--- src/rtl/m_wb_arb_pkg.sv ---
// Shared widths, source-tag encoding and helpers for the writeback arbiter.
package m_wb_arb_pkg;
  localparam int AW   = 5;   // register-file address width
  localparam int XLEN = 32;  // datapath width
  localparam int NREG = 32;  // architectural registers (width of the pending mask)

  // Which source loaded the output register; only long-unit writes are
  // reported in the pending mask.
  typedef enum logic {
    TAG_PIPE = 1'b0,
    TAG_LONG = 1'b1
  } src_tag_e;

  // One-hot decode of a destination register.
  function automatic logic [NREG-1:0] onehot_rd(input logic [AW-1:0] rd);
    onehot_rd     = '0;
    onehot_rd[rd] = 1'b1;
  endfunction
endpackage

--- src/rtl/m_wb_fifo.sv ---
// Small synchronous FIFO for long-unit results. Exposes per-entry valid/rd
// so the parent can build a pending-destination mask without reading data.
module m_wb_fifo
  import m_wb_arb_pkg::*;
#(
  parameter int DEPTH = 2
) (
  input  logic                        i_clk,
  input  logic                        i_rst,
  input  logic                        i_push,
  input  logic [AW-1:0]               i_push_rd,
  input  logic [XLEN-1:0]             i_push_data,
  input  logic                        i_pop,
  output logic [AW-1:0]               o_head_rd,
  output logic [XLEN-1:0]             o_head_data,
  output logic [$clog2(DEPTH):0]      o_count,
  output logic [DEPTH-1:0]            o_ent_valid,
  output logic [DEPTH-1:0][AW-1:0]    o_ent_rd
);
  localparam int PW = $clog2(DEPTH);

  logic [DEPTH-1:0][AW-1:0] r_rd;
  logic [XLEN-1:0]          r_data [DEPTH];
  logic [DEPTH-1:0]         r_vld;
  logic [PW-1:0]            r_wptr;
  logic [PW-1:0]            r_rptr;
  logic [PW:0]              r_count;

  // Payload storage: written on push only, no reset needed.
  always_ff @(posedge i_clk) begin
    if (i_push) begin
      r_rd[r_wptr]   <= i_push_rd;
      r_data[r_wptr] <= i_push_data;
    end
  end

  // Pointers, occupancy and per-entry valid bits; pointers wrap naturally
  // because DEPTH is a power of two.
  always_ff @(posedge i_clk) begin
    if (i_rst) begin
      r_wptr  <= '0;
      r_rptr  <= '0;
      r_count <= '0;
      r_vld   <= '0;
    end else begin
      if (i_pop) begin
        r_rptr        <= r_rptr + 1'b1;
        r_vld[r_rptr] <= 1'b0;
      end
      if (i_push) begin
        r_wptr        <= r_wptr + 1'b1;
        r_vld[r_wptr] <= 1'b1;
      end
      case ({i_push, i_pop})
        2'b10:   r_count <= r_count + 1'b1;
        2'b01:   r_count <= r_count - 1'b1;
        default: r_count <= r_count;
      endcase
    end
  end

  assign o_head_rd   = r_rd[r_rptr];
  assign o_head_data = r_data[r_rptr];
  assign o_count     = r_count;
  assign o_ent_valid = r_vld;
  assign o_ent_rd    = r_rd;
endmodule

--- src/rtl/m_wb_arb.sv ---
// Writeback arbiter / WB pipeline register in front of the single RF write
// port. The pipeline always wins; long-unit results wait in a FIFO and the
// pipeline is stalled once the FIFO head has lost STARVE_MAX times in a row.
//
// Long-unit handshake: a result transfers on a posedge where w_l_valid and
// w_l_ready are both 1. w_l_ready depends only on registered occupancy, and
// once w_l_valid is raised the producer holds rd/data until the transfer.
module m_wb_arb
  import m_wb_arb_pkg::*;
#(
  parameter int DEPTH      = 2,
  parameter int STARVE_MAX = 4
) (
  input  logic             w_clk,
  input  logic             w_rst,
  input  logic             w_p_valid,
  input  logic [AW-1:0]    w_p_rd,
  input  logic [XLEN-1:0]  w_p_data,
  input  logic             w_l_valid,
  input  logic [AW-1:0]    w_l_rd,
  input  logic [XLEN-1:0]  w_l_data,
  output logic             w_l_ready,
  output logic             w_stall,
  output logic [NREG-1:0]  w_pend_mask,
  output logic             w_we,
  output logic [AW-1:0]    w_wa,
  output logic [XLEN-1:0]  w_wd
);
  localparam int              PW       = $clog2(DEPTH);
  localparam int              SW       = $clog2(STARVE_MAX + 1);
  localparam logic [PW:0]     FULL_CNT = (PW + 1)'(DEPTH);
  localparam logic [SW-1:0]   SMAX     = SW'(STARVE_MAX);

  logic [AW-1:0]             w_head_rd;
  logic [XLEN-1:0]           w_head_data;
  logic [PW:0]               w_count;
  logic [DEPTH-1:0]          w_ent_valid;
  logic [DEPTH-1:0][AW-1:0]  w_ent_rd;
  logic                      w_fifo_empty;
  logic                      w_p_win;
  logic                      w_l_take;
  logic                      w_pop;
  logic                      w_bypass;
  logic                      w_push;

  logic                      r_we;
  logic [AW-1:0]             r_wa;
  logic [XLEN-1:0]           r_wd;
  src_tag_e                  r_tag;
  logic [SW-1:0]             r_starve;

  // rd=0 from either source is a non-write: the pipeline counts as idle and
  // a long result is accepted and dropped.
  assign w_fifo_empty = (w_count == '0);
  assign w_l_ready    = (w_count < FULL_CNT);
  assign w_p_win      = w_p_valid && (w_p_rd != '0);
  assign w_l_take     = w_l_valid && w_l_ready && (w_l_rd != '0);
  assign w_pop        = !w_p_win && !w_fifo_empty;
  assign w_bypass     = !w_p_win && w_fifo_empty && w_l_take;
  assign w_push       = w_l_take && !w_bypass;
  assign w_stall      = (r_starve == SMAX);

  m_wb_fifo #(.DEPTH(DEPTH)) u_fifo (
    .i_clk       (w_clk),
    .i_rst       (w_rst),
    .i_push      (w_push),
    .i_push_rd   (w_l_rd),
    .i_push_data (w_l_data),
    .i_pop       (w_pop),
    .o_head_rd   (w_head_rd),
    .o_head_data (w_head_data),
    .o_count     (w_count),
    .o_ent_valid (w_ent_valid),
    .o_ent_rd    (w_ent_rd)
  );

  // Output register load: pipeline, then FIFO head, then long-unit bypass.
  always_ff @(posedge w_clk) begin
    if (w_rst) begin
      r_we  <= 1'b0;
      r_wa  <= '0;
      r_wd  <= '0;
      r_tag <= TAG_PIPE;
    end else if (w_p_win) begin
      r_we  <= 1'b1;
      r_wa  <= w_p_rd;
      r_wd  <= w_p_data;
      r_tag <= TAG_PIPE;
    end else if (w_pop) begin
      r_we  <= 1'b1;
      r_wa  <= w_head_rd;
      r_wd  <= w_head_data;
      r_tag <= TAG_LONG;
    end else if (w_bypass) begin
      r_we  <= 1'b1;
      r_wa  <= w_l_rd;
      r_wd  <= w_l_data;
      r_tag <= TAG_LONG;
    end else begin
      r_we  <= 1'b0;
    end
  end

  // Starvation counter: counts consecutive cycles a waiting head loses to
  // the pipeline, saturating; any pop or an empty FIFO clears it.
  always_ff @(posedge w_clk) begin
    if (w_rst || w_fifo_empty || w_pop) begin
      r_starve <= '0;
    end else if (w_p_win && (r_starve != SMAX)) begin
      r_starve <= r_starve + 1'b1;
    end
  end

  // Pending-destination mask: buffered long results plus a long result
  // currently sitting in the output register.
  always_comb begin
    w_pend_mask = '0;
    for (int i = 0; i < DEPTH; i++) begin
      if (w_ent_valid[i]) w_pend_mask = w_pend_mask | onehot_rd(w_ent_rd[i]);
    end
    if (r_we && (r_tag == TAG_LONG)) w_pend_mask = w_pend_mask | onehot_rd(r_wa);
  end

  assign w_we = r_we;
  assign w_wa = r_wa;
  assign w_wd = r_wd;

  // The pipeline must not present a result while stalled.
  a_no_pvalid_in_stall: assert property (@(posedge w_clk) disable iff (w_rst)
    !(w_stall && w_p_valid))
    else $error("protocol violation: w_p_valid asserted while w_stall");
endmodule
--- config.mk ---
export PLATFORM = sky130hd
export DESIGN_NAME = m_wb_arb
export DESIGN_NICKNAME = d
export VERILOG_FILES = /design/src/rtl/m_wb_arb_pkg.sv /design/src/rtl/m_wb_fifo.sv /design/src/rtl/m_wb_arb.sv
export SDC_FILE = /design/constraint.sdc
export NUM_CORES = 1
export LEC_CHECK = 0
export CAP_MARGIN = 10
export CORE_UTILIZATION = 53
export CTS_CLUSTER_SIZE = 40
export DETAILED_ROUTE_END_ITERATION = 8
export PLACE_DENSITY = 0.92
export SYNTH_ARGS = -nofsm -noshare
export SYNTH_HDL_FRONTEND = slang
export SYNTH_HIERARCHICAL = 1
export SYNTH_SLANG_ARGS = --single-unit
--- constraint.sdc ---
create_clock -name w_clk -period 5.5 [get_ports w_clk]
set_input_delay 0.55 -clock w_clk [delete_from_list [all_inputs] [get_ports w_clk]]
set_output_delay 0.55 -clock w_clk [all_outputs]
set_load 0.005 [all_outputs]
==> flow_summary.yaml <==
outcome:
  outcome: "finished clean"
place:
  port_buffers: 149
  dpl.hpwl_um: 11200
  dpl_cell_area_mm2: 0.00749
  gp_congestion: 0.894
  dp_cells: 804
floorplan:
  die_w_um: 108
  die_area_mm2: 0.0117
  core_mm2: 0.0109
  io_pins: 150
  fp.dieH_um: 108
  rows: 38
  start_util: 0.548
synthesis:
  ys_seq_area_frac: 0.536
  ys_types: 46
  synthArstFlopShare: 0
  yosysTopAreaCellShare: 0.372
  yosys_register_bits: 123
  syn_nets: 627
  synthFlopType: "edfxtp_1"
  ys_top_cells_by_area: "edfxtp_1, dfxtp_1, mux2_2"
  syn_area_mm2: 0.00597
  synth_enable_flop_cells: 74
  yosysTopAreaCell: "edfxtp_1"
  ys_warn_count: 6
  avgSynthCellArea_um2: 10.9
  syn_inst: 546
global_routing:
  antenna_found_initial: 0
  grt_usage: 0.295
  grt_first_pass_wirelength_um: 26100
  grt_max_degree: 43
  grt_pass1_vias: 5220
  grt-ovfl-total: 0
hold_path:
  min_path_type: "flip-flop to flip-flop"
  holdPathEnd: "w_wd[23]"
  whs_path_depth: 1
  hold_start: "w_wd[23]"
setup_path:
  r2r-start: "u_fifo/o_count[0]"
  cp_max_fo: 8
  endpoint_kind: "output port"
  reg2reg_slack_ns: 2.49
  cp_slowest_stage_delay_ns: 0.89
  cp.arrival_ns: 2.77
  r2r_end: "w_wd[28]"
  worstRegToRegCells: 5
  path_class: "flip-flop to output port"
  critPathLaunchType: "flip-flop"
  path_cells: "nor3b_1 -> a22oi_1 -> o21ai_0 -> clkdlybuf4s50_1"
  cpMaxStageDelayCell: "nor3b_1"
  worstPathRequired_ns: 4.95
clocking:
  cts_made_buffers: 17
  cts-root-buf: "clkbuf_8"
  postCtsHoldBufs: 0
  cts_resized: 0
  cts_setup_buffers: 0
  cts.path.max_buffers: 2
  clk_pin_slew_worst_paths_ns: 0.06
  cts_tree: "built"
  cts.htree.levels: 4
  cts.sinks: 123
  clk_latency_ns: 0.52
power:
  pwr-share-seq: 0.396
  peakVddDrop_uv: 280
  switchingPower_mw: 0.976
  p_sw_frac: 0.303
  p_clk_frac: 0.319
  comb_power_share: 0.285
  total_leakage_power_nw: 2.79
  intPower_mw: 2.24
  powerDensity_mw_per_mm2: 400
layout:
  stdcell_area_mm2: 0.00805
  layout_common_cells: "clkdlybuf4s50_1, nand2_1, edfxtp_1"
  stdcell_count: 836
  area_growth_pct: 34.8
  antennaDiodeCount: 0
  layout.nets: 764
  drive_gt1_frac: 0.122
  final_util: 0.739
  mostFrequentLayoutCell: "clkdlybuf4s50_1"
route:
  via_per_inst: 6.18
  drt_wl_total_um: 16900
  final_antenna_net_count: 0
  drc_errors: 0
  vias: 5168
  first_pass_iters: 6
  dr.first_iter.drc_count: 612
  wl_per_cell_um: 20.2
timing:
  post-route-period-util: 0.604
  tns_ns: 0
  timing.fmax_mhz: 301
  max_slew_margin: 0.204
  finalCriticalPeriod_ns: 3.32
  fin_skew_ns: 0.00653
  slew_viol_final: 0
  setup_viol: 0
  worst_pin_slew_ns: 1.19
  hold_viol_final: 0
  rsz0062_at_grt: "false"
flow_run:
  maxCapViolations: 0
-- through the flow --
step	worst slack (ns)	power, mW	hold WS (ns)
finish	2.18	3.22	0.465
global route	2.07	3.35	0.487
CTS	2.28	3.21	0.468
detailed placement	2.05	2.17	0.457
global placement	2.17	2.14	0.452
floorplan	1.90	1.81	0.466
-- cell families (layout without fill, tap and decap cells) --
| group | count (synthesis) | count (layout) | synth area share |
|---|---|---|---|
| AND/OR/NAND/NOR | 230 | 230 | 0.195 |
| flip-flops | 123 | 123 | 0.536 |
| AO/OA/AOI/OAI | 105 | 105 | 0.143 |
| buffers and inverters | 41 | 191 | 0.0377 |
| multiplexers | 40 | 40 | 0.0752 |
| XOR/XNOR | 4 | 4 | 0.00587 |
| adder cells (fa/ha/maj) | 3 | 3 | 0.00629 |
-- power groups by stage --
stage / registers (mW) / logic, mW / clock network, mW
after floorplan: 1.24 / 0.575 / 0
after global placement: 1.28 / 0.861 / 0
after detailed placement: 1.29 / 0.887 / 0
after CTS: 1.27 / 0.911 / 1.03
after global routing: 1.29 / 0.978 / 1.08
final: 1.27 / 0.917 / 1.03
-- critical path: cells and delay by family (launching register included) --
family,cells,cell delay (ns)
AOI/OAI and AO/OA,2,0.36
and+or+nand+nor,1,0.89
DFF,1,0.43
buffers and inverters,1,0.56
-- registers in the layout, summed over array words and instances, names as in the netlist, named ones only --
register and cells:
u_fifo/r_wptr 1, u_fifo/r_rptr 1, u_fifo/o_ent_valid 2, u_fifo/o_ent_rd 10, w_we 1, r_tag 1, u_fifo/r_data 64, u_fifo/o_count 2
r_starve 3, w_wa 5, w_wd 32
-- worst max path at each step --
| stage | slack (ns) | cells after the start | startpoint | to |
|---|---|---|---|---|
| 2_1_floorplan | 1.90 | 5 | w_p_valid | u_fifo/o_ent_rd[0] |
| 3_3_place_gp | 2.17 | 4 | w_p_valid | u_fifo/r_data[0][22] |
| 3_5_place_dp | 2.05 | 4 | w_p_valid | u_fifo/r_data[0][22] |
| 4_1_cts | 2.28 | 4 | u_fifo/o_ent_rd[5] | w_pend_mask[8] |
| 5_1_grt | 2.07 | 4 | u_fifo/o_ent_rd[5] | w_pend_mask[8] |
| 6_report | 2.18 | 4 | u_fifo/o_ent_rd[5] | w_pend_mask[8] |
-- synthesized netlist by cell type, drive strengths merged (16+ instances only) --
cell type	count
nand2	95
a32o	35
mux2	39
o221ai	16
o21ai	20
clkbuf	21
a22oi	18
dfxtp	49
edfxtp	74
nand2b	28
nand3	37
-- area by class of cell --
cell class	instances	area, µm²
sequential	123	3200
fill	671	2840
multi-input combinational	382	2570
timing repair buffer	154	1530
clock buffer	25	494
tap	140	175
clock inverter	7	62.6
inverter	5	18.8
-- layer usage --
metal	wire, µm	track usage	up-vias
met5	0	0	-
li1	-	-	2334
met3	1480	0.0784	47
met1	6420	0.349	2471
met2	8520	0.499	316
met4	481	0.137	0
No activity file was read; power rests on OpenSTA's default activity.
